**src/rtl/full_adder_4bit.sv**
```systemverilog
// full_adder_4bit: registered 4-bit ripple-carry adder.
//
// A chain of four 1-bit full-adder cells produces {cout,sum}; the result,
// a two's-complement overflow flag and a zero flag are registered on the
// rising clk edge.
//
// Optional subtract mode is enabled by defining FULL_ADDER_4BIT_SUB_EN.
// It adds a 'sub' input. When sub=1, ~in_b and ~cin enter the chain,
// giving in_a - in_b - cin mod 16; in that mode cout=1 means no borrow.
//
// Valid semantics: there is no ready or backpressure. Operands are taken
// on every edge where in_valid=1. The result appears one edge later with
// out_valid=1, and out_valid is high for exactly that cycle. An edge with
// in_valid=0 holds the result registers and drops out_valid. rst
// overrides in_valid, and the operands of that cycle are discarded.
module full_adder_4bit (
  input  logic       clk,
  input  logic       rst,
  input  logic       in_valid,
  input  logic       cin,
`ifdef FULL_ADDER_4BIT_SUB_EN
  input  logic       sub,
`endif
  input  logic [3:0] in_a,
  input  logic [3:0] in_b,
  output logic       out_valid,
  output logic [3:0] sum,
  output logic       cout,
  output logic       ovf,
  output logic       zero
);

  // Operands as actually seen by the chain (B and carry-in inverted when
  // subtracting).
  logic [3:0] chain_b;
  logic       chain_cin;

`ifdef FULL_ADDER_4BIT_SUB_EN
  // Subtract mode inverts B and the carry-in before the chain.
  always_comb begin
    chain_b   = sub ? ~in_b : in_b;
    chain_cin = sub ? ~cin  : cin;
  end
`else
  // Add-only build: operands pass straight to the chain.
  always_comb begin
    chain_b   = in_b;
    chain_cin = cin;
  end
`endif

  // carry[i] is the carry into cell i; carry[4] is the carry out of bit 3.
  logic [4:0] carry;
  logic [3:0] sum_comb;

  assign carry[0] = chain_cin;

  // Ripple chain of four full-adder cells.
  for (genvar i = 0; i < 4; i++) begin : g_cell
    logic p;
    assign p            = in_a[i] ^ chain_b[i];
    assign sum_comb[i]  = p ^ carry[i];
    assign carry[i + 1] = (in_a[i] & chain_b[i]) | (carry[i] & p);
  end

  logic ovf_comb;
  logic zero_comb;

  // Overflow is the carry into bit 3 disagreeing with the carry out of it.
  // Zero looks only at the four sum bits.
  always_comb begin
    ovf_comb  = carry[3] ^ carry[4];
    zero_comb = (sum_comb == 4'b0000);
  end

  // Result registers: reset clears everything, valid loads, otherwise hold.
  always_ff @(posedge clk) begin
    if (rst) begin
      out_valid <= 1'b0;
      sum       <= 4'b0000;
      cout      <= 1'b0;
      ovf       <= 1'b0;
      zero      <= 1'b0;
    end else if (in_valid) begin
      out_valid <= 1'b1;
      sum       <= sum_comb;
      cout      <= carry[4];
      ovf       <= ovf_comb;
      zero      <= zero_comb;
    end else begin
      out_valid <= 1'b0;
    end
  end

endmodule

```
**config.mk**
```make
export PLATFORM = sky130hd
export DESIGN_NAME = full_adder_4bit
export DESIGN_NICKNAME = d
export VERILOG_FILES = /design/src/rtl/full_adder_4bit.sv
export SDC_FILE = /design/constraint.sdc
export NUM_CORES = 1
export LEC_CHECK = 0
export CAP_MARGIN = 20
export CORE_AREA = 2 2 39 41
export CTS_CLUSTER_SIZE = 28
export DETAILED_ROUTE_END_ITERATION = 16
export DIE_AREA = 0 0 41 43
export PLACE_DENSITY = 0.63
export REMOVE_ABC_BUFFERS = 1
export SYNTH_ARGS = -nofsm -noshare
export SYNTH_HDL_FRONTEND = slang
export SYNTH_SLANG_ARGS = --single-unit
```
**constraint.sdc**
```tcl
create_clock -name clk -period 4.1 [get_ports clk]
set_clock_uncertainty 0.2 [all_clocks]
set_input_delay 0.82 -clock clk [delete_from_list [all_inputs] [get_ports clk]]
set_output_delay 0.82 -clock clk [all_outputs]
set_load 0.01 [all_outputs]
```
==> impl_results.md <==
* Status: complete, no violations
* Fin crit share at 81.5%
* Total Routing Usage GR at 9.34%
* Post-synth top cells: dfxtp_1 (8), nor2_1 (5), fa_1 (4), inv_1 (4)
* TritonCTS Buffers at 3
* Clock Tree Buf Depth at 2
* DRC viols at 0
* Die area at 1760 um2
* Antenna violations before repair at 0
* Post-cts sizing count at 0
* Total congestion overflow at 0
* CTS Hold Buffers Added at 0
* Row count at 14
* Worst hold stages at 2
* DRT Pass-1 Iters at 3
* H-Tree Depth at 1
* Cell count after synthesis at 35
* Clock transition at path regs at 50 ps
* Starting Density at 28.0%
* Setup Crit Path Kind: in -> reg
* Setup WS pre-CTS at 473 ps
* Area contributors post-synth: dfxtp_1 (41%), fa_1 (21%), mux2i_1 (7.7%)
* Sequential fraction of the synthesis area at 41.3%
* CP Capture Point: zero
* Antenna-violating nets left at 0
* Number of global-route vias before repair at 260
* Slew Viols, Final at 0
* Post-CTS Setup Bufs at 0
* Root Buffer Master: clkbuf_4
* Setup_tns at 0 ps
* Layout cells sized above 1 at 9.09%
* Most common cell on crit path: fa_1
* CP cell instances: clkdlybuf4s50_1 -> fa_1 -> fa_1 -> fa_1 -> inv_1 -> fa_1 -> or4b_4 -> o22ai_2
* Layout fillers at 139
* Rel. slew slack at 74.3%
* IO Port Bufs at 19
* Drt wl/cell at 9.52 um
* CTS tree: done
* Drt initial violations at 5
* Max frequency at 299 MHz
* I/O Pins at 20
* Hold Vio Cnt, Final at 0
* Die extent in x at 41 um
* Post-synthesis async set-or-reset flop share at 0%
* Worst path max stage delay at 440 ps
* Yosys cell types at 13
* Synth warn at 0
* Flop-to-flop setup slack at 3280 ps
* Setup crit end kind: flop
* Startpoint types: input pin
* Clock Sinks at 8
* # nets final at 73
* PD cells at 329 nW/um2
* Max-Cap Viols at 0
* Final WL at 676 um
* Yosys top cell by area: dfxtp_1
* Least-Margin Pin Slew at 384 ps
* Reg-to-reg endpoint: sum[3]
* R2R cell count at 2
* Unrepaired setup endpoints after global routing: false
* Clk Latency, worst-skew pair at 250 ps
* Worst EP required at 4030 ps
* Reg2Reg Launch Point: sum[3]
* Final min period at 3340 ps
* Antenna cells at 0
* Worst path arrival time at 3270 ps
* Synth top area share at 41.3%
* Final RePlAce weighted congestion at 0.620
* Vias at 297
* Lkg Pwr at 0.250 nW
* Vias/cell at 4.18
* Die outline height at 43 um
* Worst Setup SP: cin
* Average cell area after synthesis at 11.1 um2
* Area Overhead vs Synth at 57.7%
* Largest net degree at the start of global routing at 11
* Top-count cell post-synth: dfxtp_1
* Number of enable flip-flop cells after synthesis at 0
* Flops & latches, synth at 8
* First-pass GRT wire length at 1100 um
* Netlist Area Pre-Place at 388 um2
* CP max-delay cell: fa_1
* Core ar. at 1380 um2
* VDD IR max at 0.113 mV
* Crit-path max FO at 2
* Top FF cell, synth: dfxtp_1
* Finish-stage setup viols at 0
* Final worst-path setup slack at 757 ps
* Class of the worst hold path: reg -> reg
[sequential cells by signal (all words and copies together), names as in the netlist]
signal     flops
sum            4
cout           1
zero           1
ovf            1
out_valid      1
[logic make-up (layout without fill, tap and decap cells)]
kind of cell,count (synthesis),in the layout,synth area share (%)
simple gates,9,9,13.2
flops,8,8,41.3
buf+inv,6,26,6.13
fa+ha+maj,4,4,20.6
compound gates,4,4,8.71
mux,3,3,7.74
xor+xnor,1,1,2.26
[power by group]
part	switching, mW	leakage [nW]	internal, mW	total (mW)
Combinational	0.0212	0.170	0.0336	0.0548
Sequential	0.00319	0.0661	0.0846	0.0878
Clock	0.0250	0.0138	0.0334	0.0584
Total	0.0495	0.250	0.152	0.201
[cell type report]
class	instances	area, um2	area share (%)
well taps	16	20.0	3.27
clock buffers	3	22.5	3.68
multi-input cells	21	204	33.3
inverters	4	15.0	2.45
flip-flops and latches	8	160	26.2
repair buffers	19	190	31.1
[how the worst min path moves through the flow]
stage	start	slack, ps	end
after CTS	cout	280	cout
after floorplan	cout	300	cout
after global routing	sum[3]	290	sum[3]
final	cout	280	cout
after detailed placement	cout	280	cout
after global placement	cout	270	cout
[cell usage in the layout (no fill, tap or decap)]
master and n:
clkbuf_4 3, fa_1 4, or4b_4 1, inv_1 4
a211oi_1 2, nor2_1 5, dfxtp_1 8, clkdlybuf4s50_1 19
mux2i_1 3, o22ai_1 1, o22ai_2 1, nand2b_1 3
xor2_1 1
[metal layers]
layer | share of wire [%] | track usage (%) | vias to the layer above
li1 | - | - | 153
met1 | 47 | 13.3 | 130
met5 | 0 | 0 | -
met2 | 41 | 11.3 | 14
met3 | 12 | 3.66 | 0
met4 | 0 | 6.00 | 0
[critical path: cells and delay by family]
kind	cells	cell delay [ps]
fa+ha+maj	4	1660
buf+inv	2	510
simple gates	1	220
compound gates	1	60
[per-stage QoR]
stage                     instances  total power, mW  utilization (%)  hold slack (ps)  cell area [um2]
after floorplan                  33            0.114                -              296              379
after global placement           68            0.145             42.6              274              589
after detailed placement         68            0.145             42.6              275              589
after CTS                        71            0.206             44.2              282              612
after global routing             71            0.216             44.2              295              612
final                            71            0.201             44.2              282              612
Note: power is estimated with default switching activity, not from simulation.
